### src/rtl/hazard_pkg.sv
// Shared types for the pipeline hazard controller: forward selects, shadow slots,
// and the forwarding compare used for both ALU operands.
package hazard_pkg;

    typedef enum logic [1:0] {
        FWD_RF  = 2'b00,
        FWD_WB  = 2'b01,
        FWD_MEM = 2'b10
    } fwd_sel_e;

    localparam logic [1:0] RESULT_SRC_LOAD = 2'b01;

    // Execute slot keeps sources for forwarding and ResultSrc for load detection
    typedef struct packed {
        logic [4:0] rs1;
        logic [4:0] rs2;
        logic [4:0] rd;
        logic       reg_write;
        logic [1:0] result_src;
    } ex_slot_t;

    typedef struct packed {
        logic [4:0] rd;
        logic       reg_write;
    } wr_slot_t;

    // Memory stage wins over Writeback; x0 is hardwired and never forwarded
    function automatic fwd_sel_e fwd_sel(input logic [4:0] rs_e,
                                         input wr_slot_t m,
                                         input wr_slot_t w);
        fwd_sel_e sel;
        sel = FWD_RF;
        if (rs_e != 5'd0 && m.reg_write && m.rd == rs_e)
            sel = FWD_MEM;
        else if (rs_e != 5'd0 && w.reg_write && w.rd == rs_e)
            sel = FWD_WB;
        return sel;
    endfunction

endpackage

### src/rtl/sat_counter.sv
// Event counter that sticks at all-ones instead of wrapping.
module sat_counter #(
    parameter int WIDTH = 32
) (
    input  logic             clk,
    input  logic             rst_n,
    input  logic             inc,
    output logic [WIDTH-1:0] count
);

    logic [WIDTH-1:0] cnt_q, cnt_d;

    always_comb begin
        cnt_d = cnt_q;
        if (inc && cnt_q != {WIDTH{1'b1}})
            cnt_d = cnt_q + WIDTH'(1);
    end

    always_ff @(posedge clk or negedge rst_n) begin
        if (!rst_n) cnt_q <= '0;
        else        cnt_q <= cnt_d;
    end

    assign count = cnt_q;

endmodule

### src/rtl/hazard_ctrl.sv
// Hazard controller: shadows E/M/W register fields to drive ALU forwarding,
// load-use stalls and branch flushes, plus saturating stall/flush counters.
module hazard_ctrl
    import hazard_pkg::*;
#(
    parameter int CNT_WIDTH = 32
) (
    input  logic                 clk,
    input  logic                 rst_n,
    input  logic [4:0]           Rs1D,
    input  logic [4:0]           Rs2D,
    input  logic [4:0]           RdD,
    input  logic                 RegWriteD,
    input  logic [1:0]           ResultSrcD,
    input  logic                 PCSrcE,
    output logic                 StallF,
    output logic                 StallD,
    output logic                 FlushD,
    output logic                 FlushE,
    output logic [1:0]           ForwardAE,
    output logic [1:0]           ForwardBE,
    output logic [CNT_WIDTH-1:0] stall_cnt,
    output logic [CNT_WIDTH-1:0] flush_cnt
);

    ex_slot_t e_q, e_d;
    wr_slot_t m_q, m_d, w_q, w_d;
    logic     lw_stall;

    always_comb begin
        lw_stall = (e_q.result_src == RESULT_SRC_LOAD) && (e_q.rd != 5'd0) &&
                   (e_q.rd == Rs1D || e_q.rd == Rs2D);
        // A taken branch makes the Decode instruction wrong-path, so it is flushed, not held
        StallF    = lw_stall && !PCSrcE;
        StallD    = lw_stall && !PCSrcE;
        FlushD    = PCSrcE;
        FlushE    = PCSrcE || lw_stall;
        ForwardAE = fwd_sel(e_q.rs1, m_q, w_q);
        ForwardBE = fwd_sel(e_q.rs2, m_q, w_q);
    end

    always_comb begin
        e_d = '{rs1: Rs1D, rs2: Rs2D, rd: RdD, reg_write: RegWriteD, result_src: ResultSrcD};
        if (FlushE) e_d = '0;
        m_d = '{rd: e_q.rd, reg_write: e_q.reg_write};
        w_d = m_q;
    end

    always_ff @(posedge clk or negedge rst_n) begin
        if (!rst_n) begin
            e_q <= '0;
            m_q <= '0;
            w_q <= '0;
        end else begin
            e_q <= e_d;
            m_q <= m_d;
            w_q <= w_d;
        end
    end

    sat_counter #(.WIDTH(CNT_WIDTH)) u_stall_cnt (
        .clk   (clk),
        .rst_n (rst_n),
        .inc   (StallD),
        .count (stall_cnt)
    );

    sat_counter #(.WIDTH(CNT_WIDTH)) u_flush_cnt (
        .clk   (clk),
        .rst_n (rst_n),
        .inc   (PCSrcE),
        .count (flush_cnt)
    );

endmodule

### config.mk
export PLATFORM = sky130hd
export DESIGN_NAME = hazard_ctrl
export DESIGN_NICKNAME = d
export VERILOG_FILES = /design/src/rtl/hazard_pkg.sv /design/src/rtl/sat_counter.sv /design/src/rtl/hazard_ctrl.sv
export SDC_FILE = /design/constraint.sdc
export NUM_CORES = 1
export LEC_CHECK = 0
export CORE_MARGIN = 3
export CORE_UTILIZATION = 60
export DETAILED_ROUTE_END_ITERATION = 10
export DONT_BUFFER_PORTS = 1
export GPL_ROUTABILITY_DRIVEN = 0
export GPL_TIMING_DRIVEN = 0
export PLACE_DENSITY = 0.73
export SYNTH_ARGS = -nofsm -noshare
export SYNTH_HDL_FRONTEND = slang
export SYNTH_SLANG_ARGS = --single-unit
### constraint.sdc
create_clock -name clk -period 2.8 [get_ports clk]
set_clock_uncertainty 0.15 [all_clocks]
set_input_delay 0.7 -clock clk [delete_from_list [all_inputs] [get_ports clk]]
set_output_delay 0.7 -clock clk [all_outputs]
set_load 0.05 [all_outputs]
==> results.toml, run 1 <==
[sta]
setup_viol = 5
tightest_slew_ns = 0.8467
fin_crit_ns = 3.102
period_share = 1.108
fin_ws_ns = -0.3023
drv_slew = 0
fin_hold_ws_ns = -0.1152
max_slew_margin = 0.4313
hold_viol = 94
rsz0062_at_grt = "true"
max_freq_ghz = 0.3223

[die]
ios = 93
row_count = 30
die_area_mm2 = 0.008434
die-width_um = 91.84
initial_core_util = 0.6332
core-area_mm2 = 0.006982
die_y_um = 91.84

[detailed_routing]
wl_per_cell_um = 16.29
ant_nets = 0
dr_wl_met3_um = 521
met1_length_um = 3503
drc = 0
postRouteWirelength_um = 8568
firstDrtPassIters = 4
drt_iter0_drc = 88
via_count = 2964
viasPerCell = 5.635
top_layer = "met4"
dr_wl_met2_um = 4412

[cts]
cts.path.max_buffers = 2
clock_latency_ns = 0.35
numClockSinks = 94
clk_pin_slew_ns = 0.08
cts_buffers = 9
root_buffer = "clkbuf_8"
cts_tree = "built"
cts_max_level = 3

[setup_path]
r2r_end = "u_flush_cnt.count[1]"
crit_required_ns = 1.95
arrival_ns = 2.25
worstSetupPathType = "reg -> out"
reg2reg_from = "u_flush_cnt.count[27]"
setup.worst_path.end_class = "output pin"
crit_slowest_cell = "nor4_4"
worstPathCellList = "or4_4, nor2_4, nor4_4, nor4_4"
max_stage_delay_ns = 0.71
crit_path_frequent_cell = "nor4_4"
worstSetupStartpointType = "flop"
r2r_slack_ns = 0.23
rr_worst_depth = 6
cp_max_fo = 2

[synth]
synth_most_common_cell = "dfrtp_1"
synth_top_family_by_area = "simple AND/OR/NAND/NOR gates"
synth.distinct_cells = 48
synth-simple-area-share = 0.2395
synth_top_cell_by_area = "dfrtp_1"
syn_area_mm2 = 0.004420
synth_top_area_share = 0.5321
async_flop_share = 1.000
syn_area_per_cell_um2 = 11.31
synth_compound_area_frac = 0.02491
syn_inst = 391
yosys-top-cells-area = "dfrtp_1, xnor2_1, xor2_1, nand3_1, and2_1"
syn_nets = 414
synth_common_cells = "dfrtp_1, xnor2_1, nand2_1"
ys.flop_type = "dfrtp_1"
synth_warnings = 0
synthAdderAreaFrac = 0.005661
synthXorXnorAreaFrac = 0.1704
synth_seq_area_share = 0.5321
synth_mux_area_frac = 0.01076
synth_edf_count = 0
ys_ff_latch = 94

[power_and_ir_drop]
swShare = 0.3024
vdd_ir_drop_max_mv = 0.3085
power_mw = 2.885
p_leak_nw = 2.221
clkPwrFrac = 0.301
p_per_area_mw_per_mm2 = 566.9
pwr-share-comb = 0.092
intPower_mw = 2.012
power_frac_seq = 0.607
p_sw_mw = 0.8724

[grt]
grt.total_usage = 0.2130
grt_max_degree = 95
antenna_found_initial = 2
grt-ovfl-total = 0
grt_pass1_vias = 2947
grt_pass1_wl_um = 14210

[worst_hold_path]
hold_class = "in -> async"

[place]
io_buffers = 0
dpl.cell_count = 487
hpwl_um = 6125
placed_area_mm2 = 0.004606

[cells_and_area]
fin_cells = 526
fin_nets = 447
syn_to_final_growth_pct = 15.11
finalInstanceArea_mm2 = 0.005089
drive_above_1_share = 0.1939
fin_util = 0.7289

[flow_run]
drv_cap = 0

[outcome]
status = "complete, but fails checks"
violations = "negative hold slack, negative setup slack"
layout make-up:
type | instances | area (um^2)
Sequential cell | 94 | 2359
Multi-Input combinational cell | 282 | 2137
Fill cell | 515 | 1893
Timing Repair Buffer | 22 | 168.9
Clock buffer | 12 | 145.1
Tap cell | 96 | 120.1
Buffer | 7 | 62.56
Inverter | 8 | 46.29
Clock inverter | 3 | 45.04
Antenna cell | 2 | 5.005
sequential cells by signal (all words and copies together), names as in the netlist:
register	cells
m_q	6
w_q	6
u_stall_cnt.count	32
e_q	18
u_flush_cnt.count	32
what timing repair did:
item,CTS,global route
hold endpoints to repair,94,94
pin swaps,11,9
resized for setup,15,17
cloned,0,0
setup buffers,13,9
endpoints found under the setup margin,5,15
cell families (layout without fill, tap and decap cells):
logic type | count (synthesis) | count (layout)
multiplexers | 4 | 4
buffers and inverters | 15 | 52
flip-flops | 94 | 94
other | 0 | 2
AND/OR/NAND/NOR | 176 | 176
AO/OA/AOI/OAI | 14 | 14
XOR/XNOR | 86 | 86
adder cells (fa/ha/maj) | 2 | 2
stage by stage:
stage / worst slack, ns / hold WS [ns] / TNS (ns)
after floorplan: 0.03198 / 0.1812 / 0
after global placement: -0.1312 / 0.1829 / -0.2464
after detailed placement: -0.1425 / 0.1926 / -0.3296
after CTS: -0.2946 / -0.1303 / -0.9522
after global routing: -0.3812 / -0.1367 / -1.186
final: -0.3023 / -0.1152 / -0.7624
critical path: cells and delay by family (launching register included):
kind,cells,cell delay (ns)
flops,1,0.41
simple gates,4,1.50
power groups by stage:
stage / sequential [mW] / combinational, mW / clock, mW
floorplan: 1.74 / 0.189 / 0
global placement: 1.78 / 0.207 / 0
detailed placement: 1.78 / 0.214 / 0
CTS: 1.75 / 0.243 / 0.893
global route: 1.77 / 0.290 / 0.945
finish: 1.75 / 0.264 / 0.869
cells in the final DEF (no fill, tap or decap), types with 2 or more instances in the layout:
cell / count
nor2_1: 14
buf_4: 22
nor3_1: 12
buf_8: 2
buf_2: 2
a21oi_1: 4
mux2_2: 2
nand4_1: 20
buf_6: 2
clkinvlp_4: 3
nor4_1: 3
diode_2: 2
nor3_4: 2
xor2_1: 17
or3_1: 3
inv_1: 6
nand3_1: 28
dfrtp_2: 5
nor4_4: 6
nor2_2: 2
nand2_1: 33
nor2_4: 4
dfrtp_1: 89
clkbuf_8: 10
and4_1: 5
or4_4: 3
xnor2_2: 3
ha_1: 2
and3_1: 11
clkbuf_1: 3
and2_1: 20
xnor2_1: 66
how the worst max path moves through the flow:
stage               startpoint  slack [ns]  depth (start not counted)      endpoint
finish                 e_q[15]       -0.30                          4  ForwardAE[0]
global route           e_q[15]       -0.38                          4  ForwardAE[0]
CTS                    e_q[15]       -0.29                          4  ForwardAE[0]
detailed placement     Rs1D[0]       -0.14                          7        FlushE
global placement       Rs1D[0]       -0.13                          6        StallF
floorplan              Rs1D[4]        0.03                          6        StallF
per-layer routing:
| metal | track usage | up-vias |
|---|---|---|
| li1 | - | 1418 |
| met1 | 0.2641 | 1453 |
| met5 | 0 | - |
| met2 | 0.3488 | 83 |
| met3 | 0.06153 | 10 |
| met4 | 0.09158 | 0 |
Note: power is estimated with default switching activity, not from simulation.
==> inputs of run 2 (changes only) <==
--- a/config.mk
+++ b/config.mk
@@ -7,6 +7,7 @@
 export LEC_CHECK = 0
 export CORE_MARGIN = 3
 export CORE_UTILIZATION = 60
+export CTS_BUF_LIST = sky130_fd_sc_hd__clkbuf_16
 export DETAILED_ROUTE_END_ITERATION = 10
 export DONT_BUFFER_PORTS = 1
 export GPL_ROUTABILITY_DRIVEN = 0
==> run 2 against run 1 <==
Compared with the run above: the flow still finishes with violations (negative hold slack, negative setup slack); global-route usage increased by 0.69 points; clock power up 33%; sequential share of layout area is 0.61 points lower; combinational power fell by 2%; first-iteration DRC count is 24% lower; critical path depth stayed put; hold slack gained 0.024 ns; worst setup slack better by 0.035 ns; register-to-register slack got worse by 0.08 ns; cell count is 0.57% lower; maximum frequency is 1.1% higher; critical endpoint unchanged.
==> results.toml, run 2 (same netlist as run 1, synthesis figures left out) <==
[detailed_routing]
drt_iter0_drc = 67
firstDrtPassIters = 4
via_count = 2996
viasPerCell = 5.728
wl_per_cell_um = 16.94
ant_nets = 0
postRouteWirelength_um = 8860
drc = 0

[die]
core-area_mm2 = 0.006982
row_count = 30
initial_core_util = 0.6332
die_y_um = 91.84
ios = 93
die_area_mm2 = 0.008434
die-width_um = 91.84

[sta]
fin_hold_ws_ns = -0.09073
tightest_slew_ns = 0.8466
max_freq_ghz = 0.3260
setup_viol = 4
period_share = 1.096
hold_viol = 94
fin_crit_ns = 3.067
fin_ws_ns = -0.2674
rsz0062_at_grt = "true"
drv_slew = 0
max_slew_margin = 0.4314

[cells_and_area]
final_common_cell = "dfrtp_1"
fillers = 497
drive_above_1_share = 0.1788
finalInstanceArea_mm2 = 0.005151
syn_to_final_growth_pct = 16.53
mostFrequentLayoutCells = "dfrtp_1, xnor2_1, nand2_1"
fin_nets = 444

[setup_path]
critPathBufInv = 0
worstPathCellList = "or4_4, nor2_4, nor4_4, nor4_4"
worstSetupStartpointType = "flop"
max_stage_delay_ns = 0.71
cp_top_family = "simple AND/OR/NAND/NOR gates"
setup.worst_path.end_class = "output pin"
crit_slowest_cell = "nor4_4"
worstSetupPathType = "reg -> out"
arrival_ns = 2.22
cp_max_fo = 2
crit_path_frequent_cell = "nor4_4"
crit_required_ns = 1.95

[cts]
cts_buffers = 9
root_buffer = "clkbuf_16"
clock_latency_ns = 0.34
cts.path.max_buffers = 2
clk_pin_slew_ns = 0.06
numClockSinks = 94
cts_max_level = 3
cts_tree = "built"

[grt]
antenna_found_initial = 2
grt_pass1_wl_um = 14660
grt_pass1_vias = 3012
grt_max_degree = 95
grt.total_usage = 0.2199
grt-ovfl-total = 0

[place]
placed_area_mm2 = 0.004606
hpwl_um = 6125
io_buffers = 0

[outcome]
violations = "negative hold slack, negative setup slack"
status = "complete, but fails checks"

[power_and_ir_drop]
p_per_area_mw_per_mm2 = 615.3
p_leak_nw = 2.255
vdd_ir_drop_max_mv = 0.3874

[flow_run]
drv_cap = 0

[worst_hold_path]
hold_class = "in -> async"
==> run 2: layout make-up <==
class / instances / area (um^2) / area share
Sequential cell: 94 / 2356 / 0.4574
Multi-Input combinational cell: 282 / 2130 / 0.4134
Clock buffer: 9 / 225.2 / 0.04372
Timing Repair Buffer: 19 / 150.1 / 0.02915
Tap cell: 96 / 120.1 / 0.02332
Buffer: 7 / 62.56 / 0.01214
Clock inverter: 6 / 56.30 / 0.01093
Inverter: 8 / 46.29 / 0.008987
Antenna cell: 2 / 5.005 / 0.0009716
==> run 2: through the flow <==
stage | setup TNS, ns | std cells | worst slack, ns | power (mW) | util
floorplan | 0 | 391 | 0.03198 | 1.931 | -
global placement | -0.2464 | 487 | -0.1312 | 1.983 | 0.6597
detailed placement | -0.3296 | 487 | -0.1425 | 1.997 | 0.6597
CTS | -0.7615 | 515 | -0.2630 | 3.173 | 0.7211
global route | -1.077 | 523 | -0.3470 | 3.290 | 0.7378
finish | -0.7094 | 523 | -0.2674 | 3.170 | 0.7378
==> run 2: repair_timing <==
item | CTS | global route
buffers inserted | 13 | 6
hold endpoints to repair | 94 | 94
setup endpoints to repair | 5 | 15
cloned | 0 | 0
pin swaps | 11 | 8
resized for setup | 15 | 15
==> run 2: path summary, 6_finish.rpt <==
check                                startpoint                    end  slack, ns  cells after the start
min in group clk                         e_q[2]                 m_q[0]       0.21                      0
min reg2reg                              e_q[2]                 m_q[0]       0.21                      0
min                                       rst_n                 w_q[2]      -0.09                      0
max in group asynchronous                 rst_n   u_stall_cnt.count[0]       2.42                      0
max reg2reg                u_flush_cnt.count[0]  u_flush_cnt.count[18]       0.15                      6
max                                     e_q[15]           ForwardAE[0]      -0.27                      4
==> run 2: layer usage <==
layer,wire (um),GRT usage
met1,3513,0.2640
met2,4567,0.3603
met3,618,0.08121
met4,161,0.08663
met5,0,0
==> run 2: where the power goes <==
group | total, mW | switching (mW) | leakage [nW] | internal [mW]
Clock | 1.16 | 0.480 | 0.138 | 0.677
Combinational | 0.260 | 0.117 | 0.875 | 0.144
Sequential | 1.75 | 0.318 | 1.24 | 1.43
Total | 3.17 | 0.915 | 2.25 | 2.25
==> inputs of run 3 (changes only) <==
--- a/config.mk
+++ b/config.mk
@@ -6,13 +6,13 @@
 export NUM_CORES = 1
 export LEC_CHECK = 0
 export CORE_MARGIN = 3
-export CORE_UTILIZATION = 60
+export CORE_UTILIZATION = 45
 export CTS_BUF_LIST = sky130_fd_sc_hd__clkbuf_16
 export DETAILED_ROUTE_END_ITERATION = 10
 export DONT_BUFFER_PORTS = 1
 export GPL_ROUTABILITY_DRIVEN = 0
 export GPL_TIMING_DRIVEN = 0
-export PLACE_DENSITY = 0.73
+export PLACE_DENSITY = 0.57
 export SYNTH_ARGS = -nofsm -noshare
 export SYNTH_HDL_FRONTEND = slang
 export SYNTH_SLANG_ARGS = --single-unit
==> run 3 against run 2 <==
Compared with the run above: the flow still finishes with violations (negative hold slack, negative setup slack); worst setup slack worse by 0.012 ns; register-to-register slack better by 0.10 ns; sequential share of layout area is 0.29 points lower; maximum frequency is 0.40% lower; flip-flop and latch count stayed put; cell count is 6.5% higher; via count is 2.0% lower; total power is 0.97% higher; critical path depth stayed put; critical path type unchanged; largest cell class unchanged.
==> results.toml, run 3 (same netlist as run 1, synthesis figures left out) <==
[die]
core-area_mm2 = 0.009371
initial_core_util = 0.4717
ios = 93
row_count = 35
die_y_um = 105.1
die_area_mm2 = 0.01105
die-width_um = 105.1

[cts]
clock_latency_ns = 0.33
root_buffer = "clkbuf_16"
numClockSinks = 94
cts_tree = "built"
cts.path.max_buffers = 2
cts_max_level = 3
clk_pin_slew_ns = 0.06
cts_buffers = 9

[setup_path]
max_stage_delay_ns = 0.71
crit_required_ns = 1.95
worstSetupPathType = "reg -> out"
crit_path_frequent_cell = "nor4_4"
startpoint = "e_q[14]"
worstSetupStartpointType = "flop"
crit_slowest_cell = "nor4_4"
setup.worst_path.end_class = "output pin"
cp_max_fo = 2
worstPathCellList = "or4_4, nor2_4, nor4_4, nor4_4"
reg2reg_from = "u_flush_cnt.count[0]"
arrival_ns = 2.23

[sta]
tightest_slew_ns = 0.8608
period_share = 1.100
fin_crit_ns = 3.080
hold_viol = 94
fin_hold_ws_ns = -0.08242
max_slew_margin = 0.4218
setup_viol = 3
rsz0062_at_grt = "true"
max_freq_ghz = 0.3247
drv_slew = 0
fin_ws_ns = -0.2796

[grt]
grt.total_usage = 0.1736
grt_max_degree = 95
antenna_found_initial = 2
grt_pass1_wl_um = 15340
grt-ovfl-total = 0
grt_pass1_vias = 3094

[outcome]
violations = "negative hold slack, negative setup slack"
status = "complete, but fails checks"

[detailed_routing]
postRouteWirelength_um = 9122
drc = 0
firstDrtPassIters = 4
wl_per_cell_um = 16.38
drt_iter0_drc = 98
ant_nets = 0
viasPerCell = 5.269
via_count = 2935

[cells_and_area]
fillers = 831
regArea_mm2 = 0.002355
drive_above_1_share = 0.1756
fin_util = 0.5529
fin_cells = 557
fin_nets = 445
mostFrequentLayoutCells = "dfrtp_1, xnor2_1, nand2_1"
syn_to_final_growth_pct = 17.21
final_common_cell = "dfrtp_1"
multi_input_area_mm2 = 0.002115

[place]
io_buffers = 0
dpl.cell_count = 520
hpwl_um = 6463
post-place-ws_ns = -0.1893

[power_and_ir_drop]
vdd_ir_drop_max_mv = 0.3096
p_per_area_mw_per_mm2 = 617.7
p_leak_nw = 2.253
power_mw = 3.200

[flow_run]
drv_cap = 0

[worst_hold_path]
hold_class = "in -> async"
[run 3: cell types whose count changed in the layout (fill, tap and decap cells not counted), sizes merged]
cell,delta
buf,+1
diode,-1
inv,+1
[run 3: repair_timing]
action                                  in CTS  in global routing
hold endpoints to repair                    94                 94
pin swaps                                    9                 12
gates resized for setup                     15                 10
setup buffers                               11                  9
endpoints found under the setup margin       5                 17
[run 3: routing by layer]
metal | part of all wire | GRT usage | vias to the layer above
met5 | 0.00077 | 0 | -
met4 | 0.020 | 0.06842 | 2
met3 | 0.064 | 0.05435 | 17
met2 | 0.48 | 0.2800 | 70
met1 | 0.43 | 0.2175 | 1426
li1 | - | - | 1420
[run 3: layout make-up]
class                           count  share of cell area
Antenna cell                        1           0.0004830
Clock inverter                      7             0.01256
Tap cell                          129             0.03115
Buffer                              7             0.01207
Multi-Input combinational cell    282              0.4081
Sequential cell                    94              0.4545
Timing Repair Buffer               20             0.02970
Clock buffer                        9             0.04347
Inverter                            8            0.007969
[run 3: per-stage QoR]
step / TNS, ns / cell area [um^2]
after detailed placement: -0.4577 / 4647
after global placement: -0.3897 / 4647
after CTS: -0.9031 / 5071
after global routing: -1.083 / 5181
after floorplan: 0 / 4486
final: -0.7880 / 5181
[run 3: worst paths after layout]
kind                                         endpoint  slack [ns]  depth (start not counted)
worst max-delay path                     ForwardAE[0]       -0.28                          4
max in group asynchronous        u_stall_cnt.count[0]        2.39                          0
worst min-delay path                           w_q[3]       -0.08                          0
worst min register to register                 m_q[0]        0.20                          0
worst max register to register  u_flush_cnt.count[26]        0.25                          7
min in group clk                               m_q[0]        0.20                          0
[run 3: worst max-delay path, delay by kind of cell (launching register included)]
family	cells	cell delay, ns
and+or+nand+nor	4	1.53
DFF	1	0.38
[run 3: report_power, final]
group / switching [mW] / internal [mW] / total, mW
combinational: 0.118 / 0.142 / 0.260
clock: 0.501 / 0.686 / 1.19
sequential: 0.319 / 1.43 / 1.75
